**src/rtl/a2_bcd_conv.sv**
```systemverilog
// Binary word (signed or unsigned) to sign + packed BCD magnitude, using iterative double-dabble.
// Latency: a word accepted at edge N produces out_valid after edge N+DW. Minimum issue interval is DW+2 cycles.
// Backpressure: one conversion is in flight at a time. in_ready is high only in IDLE, and DONE holds while out_ready=0.
//
// Ports: clk/rst_n (async active-low); in_valid/in_ready/in_data/in_signed (input handshake);
//        out_valid/out_ready/out_sign/out_bcd (result handshake, digit 0 in out_bcd[3:0]); busy (SHIFT or DONE).
module a2_bcd_conv #(
    parameter int DW     = 8,
    parameter int DIGITS = 3
) (
    input  logic                clk,
    input  logic                rst_n,
    input  logic                in_valid,
    output logic                in_ready,
    input  logic [DW-1:0]       in_data,
    input  logic                in_signed,
    output logic                out_valid,
    input  logic                out_ready,
    output logic                out_sign,
    output logic [4*DIGITS-1:0] out_bcd,
    output logic                busy
);

    localparam int BW = 4 * DIGITS;
    localparam int CW = $clog2(DW + 1);

    function automatic longint unsigned pow10(input int n);
        longint unsigned r;
        r = 1;
        for (int i = 0; i < n; i++) r = r * 10;
        return r;
    endfunction

    // Reject parameterisations where the digit count cannot hold every magnitude.
    if (DW < 2) begin : g_dw_too_small
        $error("a2_bcd_conv: DW must be at least 2");
    end
    if (pow10(DIGITS) < (longint'(1) << DW)) begin : g_digits_too_few
        $error("a2_bcd_conv: 10**DIGITS must be >= 2**DW");
    end

    typedef enum logic [1:0] {
        S_IDLE  = 2'd0,
        S_SHIFT = 2'd1,
        S_DONE  = 2'd2
    } state_t;

    state_t          state;
    logic [DW-1:0]   mag;
    logic [BW-1:0]   bcd;
    logic [CW-1:0]   cnt;
    logic            neg;
    logic            out_sign_r;
    logic [BW-1:0]   out_bcd_r;

    logic            in_neg;
    logic [DW-1:0]   in_mag;
    logic [BW-1:0]   bcd_adj;
    logic [BW-1:0]   bcd_next;

    // The sign bit is the top bit of the word. Negating the most-negative value
    // wraps to 2^(DW-1), which is still the correct unsigned magnitude.
    assign in_neg = in_signed & in_data[DW-1];
    assign in_mag = in_neg ? ((~in_data) + {{(DW-1){1'b0}}, 1'b1}) : in_data;

    // Apply add-3 to each digit independently. Carries never cross digit boundaries.
    always_comb begin
        bcd_adj = bcd;
        for (int i = 0; i < DIGITS; i++) begin
            if (bcd[4*i +: 4] >= 4'd5) begin
                bcd_adj[4*i +: 4] = bcd[4*i +: 4] + 4'd3;
            end
        end
        bcd_next = {bcd_adj[BW-2:0], mag[DW-1]};
    end

    always_ff @(posedge clk or negedge rst_n) begin
        if (!rst_n) begin
            state      <= S_IDLE;
            mag        <= '0;
            bcd        <= '0;
            cnt        <= '0;
            neg        <= 1'b0;
            out_sign_r <= 1'b0;
            out_bcd_r  <= '0;
        end else begin
            case (state)
                S_IDLE: begin
                    if (in_valid) begin
                        neg   <= in_neg;
                        mag   <= in_mag;
                        bcd   <= '0;
                        cnt   <= CW'(DW);
                        state <= S_SHIFT;
                    end
                end
                S_SHIFT: begin
                    bcd <= bcd_next;
                    mag <= {mag[DW-2:0], 1'b0};
                    cnt <= cnt - CW'(1);
                    if (cnt == CW'(1)) begin
                        state      <= S_DONE;
                        out_bcd_r  <= bcd_next;
                        // A zero magnitude is never reported as negative.
                        out_sign_r <= neg & (bcd_next != '0);
                    end
                end
                S_DONE: begin
                    if (out_ready) state <= S_IDLE;
                end
                default: state <= S_IDLE;
            endcase
        end
    end

    // Every output is a decode of state or a direct copy of a register.
    assign in_ready  = (state == S_IDLE);
    assign out_valid = (state == S_DONE);
    assign busy      = (state != S_IDLE);
    assign out_sign  = out_sign_r;
    assign out_bcd   = out_bcd_r;

endmodule

```
**config.mk**
```make
export PLATFORM = sky130hd
export DESIGN_NAME = a2_bcd_conv
export DESIGN_NICKNAME = d
export VERILOG_FILES = /design/src/rtl/a2_bcd_conv.sv
export SDC_FILE = /design/constraint.sdc
export NUM_CORES = 1
export LEC_CHECK = 0
export CAP_MARGIN = 20
export CORE_ASPECT_RATIO = 0.6
export CORE_MARGIN = 2
export CORE_UTILIZATION = 54
export DETAILED_ROUTE_END_ITERATION = 12
export GPL_ROUTABILITY_DRIVEN = 1
export PLACE_DENSITY_LB_ADDON = 0.1
export RECOVER_POWER = 50
export SYNTH_ARGS = -nofsm -noshare
export SYNTH_HDL_FRONTEND = slang
export SYNTH_SLANG_ARGS = --single-unit
```
**constraint.sdc**
```tcl
create_clock -name clk -period 2.45 [get_ports clk]
set_clock_uncertainty 0.2 [all_clocks]
set_input_delay 0.49 -clock clk [delete_from_list [all_inputs] [get_ports clk]]
set_output_delay 0.49 -clock clk [all_outputs]
set_load 0.1 [all_outputs]
```
Word level (Yosys, flattened, before mapping)
Cells that the tools add are included.
{ "totals": {"register_bits": 40, "input_bits": 13, "wordCells": 46} }
{ "classes": {"add_sub_neg": 5, "n_lt_le_gt_ge": 3, "n_eq_ne": 6, "muxes": 14, "n_bitwise": 3, "n_reduce_logical": 8} }
{ "ops": {"columns": ["operator", "count"], "rows": [
  ["$pmux 12 s2", 1],
  ["$mux 8", 2],
  ["$pmux 8 s2", 1],
  ["$ge 4x3->1 const B", 3],
  ["$mux 12", 1],
  ["$mux 4", 3],
  ["$reduce_bool 12->1", 1],
  ["$add 4x2->4 const B", 2],
  ["$add 8x1->8 const B", 1],
  ["$not 8->8", 1],
  ["$pmux 4 s2", 1],
  ["$mux 2", 3],
  ["$pmux 2 s3", 1],
  ["$reduce_and 2->1", 3],
  ["$eq 4x1->1 const B", 1],
  ["$ne 2x2->1 const B", 2],
  ["$reduce_bool 2->1", 2],
  ["$sub 4x1->4 const B", 1],
  ["$add 3x2->3 const B", 1],
  ["$mux 3", 1],
  ["$reduce_and 3->1", 1],
  ["$and 1x1->1", 2],
  ["$eq 2x1->1 const B", 1],
  ["$eq 2x2->1 const B", 1],
  ["2 further kinds", 2]
]} }

Longest topological paths before layout
{ "logic_depth": {"ltp_word": 5, "mapped_depth": 7, "depth_no_buf": 7} }

Worst setup path before layout
OpenSTA, ideal clock, no wires.
{ "synth_path": {"kind": "reg-to-output", "start": "reg state[0]", "end": "out busy", "t_arrival_ns": 1.976, "slack_ns": -0.216, "path_stages_with_launch": 3, "n_path_buf": 0, "path_cell_list": "dfrtp_1 nor2_2 inv_1"} }
{ "synth_between": {"elab_chain_cells": 1} }
{ "synth_lines": {"columns": ["element", "line_no", "rtl"], "rows": [
  ["start, declared", "48", "state_t state;"],
  ["start signal, assigned", "79", "state <= S_IDLE;"],
  ["start signal, assigned", "94", "state <= S_SHIFT;"],
  ["start signal, assigned", "102", "state <= S_DONE;"],
  ["$reduce_bool 2->1", "119", "assign busy = (state != S_IDLE);"],
  ["end, declared", "21", "output logic busy"]
]} }
No other way between the ends.

Final worst setup path
{ "layout_path": {"start": "in in_valid", "end": "reg bcd[3]"} }
{ "layout_between": {"elab_chain_cells": 2} }
{ "layout_lines": {"columns": ["element", "line_no", "rtl"], "rows": [
  ["start, declared", "13", "input logic in_valid,"],
  ["$ne 2x2->1 (no line)", null, null],
  ["$reduce_and 2->1 (no line)", null, null],
  ["end signal, assigned", "98", "bcd <= bcd_next;"],
  ["end, declared", "50", "logic [BW-1:0] bcd;"]
]} }
No other way between the ends.
A chain may end at the register's enable or synchronous reset.

==> metrics.csv <==
stage,metric,value,unit
placed_design,hpwl,3.50,mm
sta,crit_share_post_route,86.0,%
die,initial_utilization,56.1,%
sta,finalWorstPathRequiredPeriod,2110,ps
die,num_rows,17,
clock_network,cts_inserted_buffers,5,
detailed_routing,drt-pass1-iter-count,4,
placed_design,io_buffer_count,28,
detailed_routing,wirelength_per_cell,15.3,microns
logic_synthesis,synth.distinct_cells,34,
final_layout,nNetsFinal,275,
logic_synthesis,postSynthNetCount,241,
sta,maxClockFrequency,475,MHz
clock_network,cts.repair_timing.setup_buffer_count,0,
placed_design,gp_congestion,0.807,
final_layout,num_antenna_cells,0,
clock_network,clk_transition_reported_paths,70,ps
critical_path,critPathMostFrequentCell,sky130_fd_sc_hd__o21ai_0,
logic_synthesis,synth.yosys.seq_area_share,48.8,%
sta,finalSetupTns,0,ps
detailed_routing,finalWirelength,4.60,mm
die,die_h,51.8,microns
grt,overflow,0,
final_layout,drive_gt1_share,14.2,%
critical_path,cp_data_required_time,2450,ps
clock_network,htreeDepth,2,
die,io_pins,29,
grt,grt_antenna_before_repair,0,
critical_path,critPathMaxStageDelay,560,ps
grt,globalRouteTotalUtil,23.9,%
critical_path,timing.critical_path.arrival,2110,ps
detailed_routing,detail-route-antenna-nets,0,
clock_network,clock_insertion_delay_worst_skew,290,ps
die,core_area,3660,sq um
detailed_routing,detailroute.via_count,1646,
critical_path,path_class,in -> reg,
logic_synthesis,muxShareOfSynthArea,3.05,%
detailed_routing,avgViaCountPerCell,5.49,
logic_synthesis,post_synth_fa_ha_maj_area_fraction,5.48,%
logic_synthesis,xor_xnor_portion_of_the_synthesized_cell_area,3.41,%
min_path,min-delay-path-class,reg -> reg,
logic_synthesis,synthesis.instances,219,
critical_path,start_kind,primary input,
grt,grt_max_degree,25,
clock_network,number_of_sinks_driven_by_the_clock_tree,40,
sta,setup_viols_final,0,
sta,report.final.hold_viol_count,0,
logic_synthesis,synth-compound-area-share,17.9,%
logic_synthesis,main_combinational_cell_family_by_area_after_synthesis,compound AO/OA/AOI/OAI gates,
logic_synthesis,netlist_area,2050,sq um
sta,rsz0062_at_grt,false,
grt,grt_first_pass_wirelength,7.89,mm
sta,hold_ws,284,ps
critical_path,setup.worst_path.end_class,flop,
sta,max-slew-margin-rel,37.6,%
critical_path,buffers_inverters_on_critical_path,1,
logic_synthesis,synth_area_per_cell,9.38,sq um
die,fp.dieArea,4330,sq um
sta,slew_violations,0,
detailed_routing,drc,0,
critical_path,path_cells,dlygate4sd3_1 -> and2_0 -> nor2_1 -> o21ai_0 -> o21ai_0,
logic_synthesis,ys_ff_latch,40,
final_layout,utilization,67.5,%
critical_path,cp_max_fo,11,
grt,first_global_vias,1534,
critical_path,critPathSlowestCell,sky130_fd_sc_hd__dlygate4sd3_1,
final_layout,synthToLayoutAreaGrowth,20.2,%
die,die_w,83.6,microns
sta,finalWorstSetupSlack,344,ps
flow_run,maxCapViolCount,0,
detailed_routing,drt_iter0_drc,73,
sta,tightest_slew,936,ps
clock_network,tritoncts,built,
critical_path,worst_path_dominant_cell_family,simple AND/OR/NAND/NOR gates,
clock_network,root_buffer,sky130_fd_sc_hd__clkbuf_8,
outcome,outcome,"finished, final reports clean",
clock_network,ctsLongestPathBuffers,2,
placed_design,place_ws,184,ps
logic_synthesis,synth_simple_gate_area_share,16.5,%
logic_synthesis,yosysWarnings,0,
==> cell usage after synthesis <==
master	number	area (sq um)
sky130_fd_sc_hd__dfrtp_1	40	1000
sky130_fd_sc_hd__o21ai_0	34	170
sky130_fd_sc_hd__nor3b_1	5	37.5
sky130_fd_sc_hd__nor2_2	1	6.26
sky130_fd_sc_hd__nand3_1	12	60.1
sky130_fd_sc_hd__clkbuf_1	4	15.0
sky130_fd_sc_hd__and4bb_1	1	12.5
sky130_fd_sc_hd__nand2b_1	4	25.0
sky130_fd_sc_hd__nor3_1	7	35.0
sky130_fd_sc_hd__mux2i_1	4	40.0
sky130_fd_sc_hd__nor4_1	1	6.26
sky130_fd_sc_hd__ha_1	9	113
sky130_fd_sc_hd__clkbuf_2	1	5.00
sky130_fd_sc_hd__and2_1	2	12.5
sky130_fd_sc_hd__nand2_1	24	90.1
sky130_fd_sc_hd__mux2_2	2	22.5
sky130_fd_sc_hd__a21oi_1	7	35.0
sky130_fd_sc_hd__o31ai_1	1	7.51
sky130_fd_sc_hd__buf_2	5	25.0
sky130_fd_sc_hd__a21o_1	1	7.51
sky130_fd_sc_hd__inv_1	15	56.3
sky130_fd_sc_hd__a21oi_2	1	8.76
sky130_fd_sc_hd__a21boi_0	1	7.51
sky130_fd_sc_hd__a22oi_1	7	52.6
sky130_fd_sc_hd__nand4_1	1	6.26
sky130_fd_sc_hd__a2111oi_2	1	15.0
sky130_fd_sc_hd__xnor2_1	8	70.1
sky130_fd_sc_hd__nor2b_1	1	6.26
sky130_fd_sc_hd__o41ai_1	1	8.76
sky130_fd_sc_hd__nand2b_2	1	8.76
sky130_fd_sc_hd__o21ai_1	6	30.0
sky130_fd_sc_hd__or3b_1	1	8.76
sky130_fd_sc_hd__a31oi_1	4	25.0
sky130_fd_sc_hd__nor2_1	6	22.5
==> worst register-to-register path: cells and delay by family (launching register included) <==
kind | cells | cell delay [ps]
DFF | 1 | 400
buffers and inverters | 1 | 100
muxes | 1 | 390
AOI/OAI and AO/OA | 2 | 420
adders and majority gates | 1 | 240
and+or+nand+nor | 2 | 240
==> layer usage <==
layer | share of wire [%] | wire length (microns) | up-vias | global-route usage (%)
li1 | - | - | 835 | -
met1 | 55 | 2540 | 759 | 39.3
met2 | 38 | 1730 | 50 | 30.9
met3 | 6.8 | 313 | 2 | 5.24
met4 | 0.39 | 18 | 0 | 6.18
met5 | 0 | 0 | - | 0
==> worst paths after layout <==
kind | startpoint | to | slack, ps | depth (start not counted)
hold / removal | out_bcd[8] | out_bcd[8] | 280 | 2
setup / recovery | in_valid | bcd[3] | 340 | 5
max in group asynchronous | rst_n | bcd[3] | 520 | 3
min in group asynchronous | rst_n | bcd[4] | 670 | 2
setup reg to reg | bcd[8] | out_sign | 370 | 7
hold reg to reg | out_bcd[8] | out_bcd[8] | 280 | 2
==> metrics by stage <==
stage / std cells / cell area, sq um
2_1_floorplan: 219 / 2060
3_3_place_gp: 292 / 2380
3_5_place_dp: 292 / 2380
4_1_cts: 300 / 2490
5_1_grt: 300 / 2470
6_report: 300 / 2470
==> cells in the final DEF, fill, tap and decap left out, types with 8 or more instances in the layout <==
| cell | instances |
|---|---|
| sky130_fd_sc_hd__dfrtp_1 | 40 |
| sky130_fd_sc_hd__o21ai_0 | 35 |
| sky130_fd_sc_hd__nand2_1 | 24 |
| sky130_fd_sc_hd__buf_4 | 17 |
| sky130_fd_sc_hd__inv_1 | 15 |
| sky130_fd_sc_hd__nand3_1 | 12 |
| sky130_fd_sc_hd__clkdlybuf4s50_1 | 10 |
| sky130_fd_sc_hd__ha_1 | 9 |
| sky130_fd_sc_hd__xnor2_1 | 8 |
==> flip-flops by register name, summed over array words and instances (netlist names) <==
name	cells
mag	8
cnt	4
state	2
out_sign	1
bcd	12
out_bcd	12
neg	1
==> kinds of logic after synthesis <==
family	Yosys count
mux	6
xor+xnor	8
simple gates	67
buf+inv	25
flops	40
fa+ha+maj	9
compound gates	64
==> timing repair <==
action	CTS	global route
hold endpoints to repair	15	0
resized for setup	0	0
hold buffers	1	0
==> final cells by class <==
| class | count | area (sq um) |
|---|---|---|
| Fill cell | 299 | 1190 |
| Sequential cell | 40 | 1000 |
| Multi-Input combinational cell | 154 | 956 |
| Timing Repair Buffer | 37 | 300 |
| Clock buffer | 7 | 96.3 |
| Tap cell | 47 | 58.8 |
| Inverter | 15 | 56.3 |
Power is not shown: default switching activity piles up to over one toggle a cycle in this logic, so the estimate is an artifact.
